`src/rtl/time_pkg.sv`:
```
// Shared constants for the stopwatch time-digit counters: direction and
// terminal-mode encodings plus the per-stage moduli.
package time_pkg;

    localparam logic DIR_UP    = 1'b0;
    localparam logic DIR_DOWN  = 1'b1;

    localparam logic MODE_SAT  = 1'b0;
    localparam logic MODE_WRAP = 1'b1;

    localparam int unsigned SEC_MOD = 60;
    localparam int unsigned MIN_MOD = 60;
    localparam int unsigned HR_MOD  = 24;

endpackage : time_pkg

```
`src/rtl/mod_n_counter.sv`:
```
// Modulo-N up/down counter stage with clear/load, wrap or saturate mode,
// a same-cycle carry/borrow for cascading, and a lap-capture register.
module mod_n_counter
    import time_pkg::*;
#(
    parameter int unsigned MODULUS   = 60,
    parameter int unsigned WIDTH     = 6,
    parameter int unsigned RESET_VAL = 0
) (
    input  logic             clk,
    input  logic             rst,
    input  logic             enable,
    input  logic             dir,
    input  logic             wrap_en,
    input  logic             clear,
    input  logic             load,
    input  logic [WIDTH-1:0] load_val,
    input  logic             lap,
    output logic [WIDTH-1:0] count,
    output logic             ovf,
    output logic             done,
    output logic [WIDTH-1:0] lap_val,
    output logic             lap_valid
);

    localparam logic [WIDTH-1:0] MAX_VAL = WIDTH'(MODULUS - 1);
    localparam logic [WIDTH-1:0] RST_VAL = WIDTH'(RESET_VAL);

    logic [WIDTH-1:0] count_q, count_d;
    logic             done_q, done_d;
    logic [WIDTH-1:0] lap_val_q, lap_val_d;
    logic             lap_valid_q, lap_valid_d;
    logic             at_term;
    logic             load_oor;

    assign at_term  = (dir == DIR_DOWN) ? (count_q == '0) : (count_q == MAX_VAL);
    assign load_oor = (32'(load_val) >= MODULUS);

    // Carry must be visible in the same cycle so the next stage steps on the
    // very edge this one wraps; anything that overrides the step kills it.
    assign ovf = enable & at_term & (wrap_en == MODE_WRAP) & ~done_q
               & ~clear & ~load & ~rst;

    always_comb begin
        count_d     = count_q;
        done_d      = done_q;
        lap_val_d   = lap ? count_q : lap_val_q;
        lap_valid_d = lap;

        if (clear) begin
            count_d = RST_VAL;
            done_d  = 1'b0;
        end else if (load) begin
            count_d = load_oor ? MAX_VAL : load_val;
            done_d  = 1'b0;
        end else if (enable && !done_q) begin
            if (!at_term) begin
                count_d = (dir == DIR_DOWN) ? count_q - WIDTH'(1) : count_q + WIDTH'(1);
            end else if (wrap_en == MODE_WRAP) begin
                count_d = (dir == DIR_DOWN) ? MAX_VAL : '0;
            end else begin
                done_d = 1'b1;
            end
        end
    end

    always_ff @(posedge clk) begin
        if (rst) begin
            count_q     <= RST_VAL;
            done_q      <= 1'b0;
            lap_val_q   <= '0;
            lap_valid_q <= 1'b0;
        end else begin
            count_q     <= count_d;
            done_q      <= done_d;
            lap_val_q   <= lap_val_d;
            lap_valid_q <= lap_valid_d;
        end
    end

    assign count     = count_q;
    assign done      = done_q;
    assign lap_val   = lap_val_q;
    assign lap_valid = lap_valid_q;

endmodule : mod_n_counter

```
`config.mk`:
```
export PLATFORM = sky130hd
export DESIGN_NAME = mod_n_counter
export DESIGN_NICKNAME = d
export VERILOG_FILES = /design/src/rtl/time_pkg.sv /design/src/rtl/mod_n_counter.sv
export SDC_FILE = /design/constraint.sdc
export NUM_CORES = 1
export LEC_CHECK = 0
export ABC_AREA = 1
export ABC_CLOCK_PERIOD_IN_PS = 1900
export CAP_MARGIN = 40
export CORE_MARGIN = 2
export CORE_UTILIZATION = 35
export CTS_CLUSTER_DIAMETER = 50
export DETAILED_ROUTE_END_ITERATION = 12
export PLACE_DENSITY = 0.66
export SLEW_MARGIN = 5
export SYNTH_ARGS = -nofsm -noshare
export SYNTH_HDL_FRONTEND = slang
export SYNTH_SLANG_ARGS = --single-unit
```
`constraint.sdc`:
```
create_clock -name clk -period 1.9 [get_ports clk]
set_clock_uncertainty 0.05 [all_clocks]
set_input_delay 0.285 -clock clk [delete_from_list [all_inputs] [get_ports clk]]
set_output_delay 0.285 -clock clk [all_outputs]
set_load 0.1 [all_outputs]
```
* After elaboration in Yosys (flattened, before gate mapping) *
Cells that the tools add are included.

storage, ports and cells
  bits in registers = 14
  output and inout port bits = 15
  bits of input ports = 14

operators by class
  reductions and logical operators = 8
  add/sub/neg operators = 2
  bitwise operators = 11
  equality and inequality tests = 2
  order comparisons = 1
  mux-type cells = 8

operator list
  cell                                                                count
  6-bit two-way mux                                                   7
  6-bit by 1-bit adder with 6-bit output, second input constant       1
  1-bit AND                                                           6
  6-bit == test, second input constant                                1
  6-bit >= comparator, second input constant                          1
  6-bit logical NOT                                                   1
  6-bit by 1-bit subtractor with 6-bit output, second input constant  1
  1-bit inverter                                                      5
  3-bit != test, second input constant                                1
  3-bit AND reduction                                                 1
  3-bit OR reduction                                                  1
  2-bit AND reduction                                                 1
  2-bit nonzero test                                                  1
  2-bit OR reduction                                                  1
  1-bit logical AND                                                   1
  1-bit logical NOT                                                   1
  1-bit two-way mux                                                   1

* Logic depth before layout (Yosys ltp) *
  word-level depth = 8
  gate-level depth with buffers = 11
  gate-level depth less buffers = 11

* Worst setup path before layout *
OpenSTA, ideal clock, no wires.

  path type = register -> output
  start point = register count_q[1], in the netlist count[1]
  end point = output ovf
  slack = -2837 ps
  buffers on the path = 0
  data arrival time = 4402 ps
  stages on the path, launching flop included = 7
  data required time = 1565 ps
  path through = dfxtp_1 -> inv_1 -> nor2_1 -> nand3_1 -> nand2_2 -> nand2_4 -> nor4_1

between the ends
  longest elaborated chain between the ends = 8

RTL lines
  element                                                    line                 text
  start: declaration                                         mod_n_counter.sv:29  logic [WIDTH-1:0] count_q, count_d;
  start signal: assignment                                   mod_n_counter.sv:74  count_q <= count_d;
  6-bit == test / 6-bit logical NOT (equally long branches)  mod_n_counter.sv:36  assign at_term = (dir == DIR_DOWN) ? (count_q == '0) : (count_q == MAX_VAL);
  1-bit two-way mux (*)                                      mod_n_counter.sv:36
  1-bit AND (*) (3 in series)                                mod_n_counter.sv:41  assign ovf = enable & at_term & (wrap_en == MODE_WRAP) & ~done_q
  1-bit AND (*) (3 in series)                                mod_n_counter.sv:42  & ~clear & ~load & ~rst;
  end: declaration                                           mod_n_counter.sv:20  output logic ovf,

Every way passes the cells marked *; elsewhere a longest branch is shown, timed or not.

* Final worst setup path *
  start point = input rst
  end point = output ovf

between the ends
  longest elaborated chain between the ends = 2

RTL lines
  element             line                 text
  start: declaration  mod_n_counter.sv:11  input logic rst,
  1-bit inverter      mod_n_counter.sv:42
  1-bit AND           mod_n_counter.sv:42

No other way between the ends.

==> results.tsv <==
metric	value	unit
Post-Syn Instances	133	
post-synth cell types	24	
VDD IR-drop max	0.0003841	V
HPWL after DPL	1926	µm
CTS H-Tree Depth	1	
Clock transition at path regs	0.08	ns
Cell Chain, Critical Path	clkdlybuf4s50_1, nor2_2, nand2_1, nor4_4, buf_12	
area leader, netlist	dfxtp_1	
final max-slew violation count	0	
Core Box Area	0.002432	mm²
post-route ant nets	0	
Starting Density	0.3657	
Area after DPL	0.001292	mm²
vias in the first global route	907	
CTS tree	yes	
root buffer cell	clkbuf_4	
Reg2Reg Setup Slack	0.22	ns
pwr/cell area	644.2	mW/mm²
Setup Total Neg Slack	0	ns
#FFs+latches synth	14	
initial antenna violation count	0	
Util after Layout	0.5427	
worst min path class	reg -> reg	
largest net degree at the start of global routing	13	
fmax	0.5350	GHz
layout cell share with drive strength beyond 1	0.2644	
port buffer count	28	
final setup vio count	0	
Rel. slew slack	0.7421	
pre-CTS WS	-0.2291	ns
Mapped Nets	152	
CP endpoint kind	output pin	
Final WS setup	0.03101	ns
DRT Pass-1 Iters	4	
Synth area leaders	dfxtp_1 32%, nand2_1 11%, inv_1 8.4%, nor2_1 8.4%, ha_1 5.6%	
Cells after DPL	200	
Worst Path Required	1.56	ns
die area	0.002961	mm²
Final Hold Viols	0	
DRC violations left	0	
Overflow after GRT	0	
period utilization	0.9837	
# diodes	0	
initial DRC count	27	
Worst path slowest cell	clkdlybuf4s50_1	
routed wire length	2350	µm
wire per inst	11.52	µm
critical path fanouts, max	2	
crit start category	input pin	
Final Cell Area	0.001320	mm²
clock net sink count	14	
Die Y	54.42	µm
area grow syn2layout	48.38	%
number of synthesis warnings	0	
CTS Buffer Depth	2	
Die W	54.42	µm
RSZ-0062 raised after global routing	yes	
global-route total usage across every layer	0.1800	
Synth Cell Area	889.6	µm²
post-route minimum period	1.869	ns
Async SR Flop Fraction	0	
layout net count	194	
CP max stage delay	0.44	ns
vias per cell	4.770	
Site Rows	18	
number of synthesized flops with an enable pin	0	
non-filler cells in the finished layout	204	
Leak	0.6418	nW
Synth Flop Type	dfxtp_1	
worst slew pin tran	0.3856	ns
CTS buffer count	3	
GPL Wtd Cong	0.8602	
sequential fraction of the synthesis area	0.3150	
via count	973	
WHS	0.4113	ns
top cells by count, synth	26 x nand2_1, 20 x inv_1, 20 x nor2_1	
# IOs	29	
Tot Pwr	850.3	µW
crit path kind	in -> out	
Filler cells	251	
status	finished clean	
Yosys top cell area share	0.3150	
first-pass GRT wire length	3712	µm
most frequent cell after synthesis	nand2_1	
Worst EP arrival	1.53	ns
clock latency on the worst-skew pair	0.29	ns
Post-CTS Setup Inserts	0	
average size of a mapped cell	6.689	µm²
maxcap violations	0	
worst paths after layout:
| kind | startpoint | depth (start not counted) | end |
|---|---|---|---|
| min reg2reg | lap_val[4] | 2 | lap_val[4] |
| max reg2reg | count[0] | 8 | count[2] |
| max | rst | 5 | ovf |
| min | lap_val[4] | 2 | lap_val[4] |
state kept, by name, summed over array words and instances, names as in the netlist:
register,cells
count,6
lap_val,6
lap_valid,1
done,1
routing by layer:
metal | track usage | part of all wire | up-vias
met4 | 0.1250 | 0.039 | 0
met5 | 0 | 0 | -
met2 | 0.3133 | 0.48 | 31
met1 | 0.1904 | 0.43 | 423
li1 | - | - | 510
met3 | 0.04098 | 0.058 | 9
area by class of cell:
| class | instances | area, µm² | share of cell area |
|---|---|---|---|
| multi-input cells | 95 | 536.8 | 0.4066 |
| repair buffers | 39 | 336.6 | 0.2550 |
| flip-flops and latches | 14 | 300.3 | 0.2275 |
| inverters | 22 | 82.58 | 0.06256 |
| well taps | 30 | 37.54 | 0.02844 |
| clock buffers | 4 | 26.28 | 0.01991 |
kinds of logic (layout without fill, tap and decap cells):
kind of cell             count (synthesis)  after routing  share of synthesized area
buffers and inverters                   24             65                     0.1013
XOR/XNOR                                 3              3                    0.02954
flip-flops                              14             14                     0.3151
adder cells (fa/ha/maj)                  5              5                    0.07877
AND/OR/NAND/NOR                         65             65                     0.3249
AO/OA/AOI/OAI                           22             22                     0.1505
placed cells by master, fill, tap and decap left out, types with 4 or more instances in the layout:
| cell type | count |
|---|---|
| ha_1 | 4 |
| a211oi_1 | 5 |
| clkdlybuf4s50_1 | 12 |
| nand2_1 | 26 |
| a21oi_1 | 9 |
| inv_1 | 19 |
| dfxtp_4 | 5 |
| nor2_1 | 19 |
| dfxtp_1 | 8 |
| nand3_1 | 10 |
| buf_4 | 25 |
| o21ai_0 | 4 |
report_power, final:
part | internal (mW) | switching [mW]
Sequential | 0.307 | 0.0169
Combinational | 0.117 | 0.228
Clock | 0.0817 | 0.100
Total | 0.505 | 0.345
critical path, delay by kind of cell:
family                 cells  cell delay [ns]
and+or+nand+nor            3             0.58
buffers and inverters      2             0.65
timing repair:
item | CTS | global route
endpoints found under the hold margin | 0 | 0
hold buffers | 0 | 0
resized for setup | 2 | 0
pin swaps | 1 | 0
endpoints found under the setup margin | 1 | 1
Note: power is estimated with default switching activity, not from simulation.
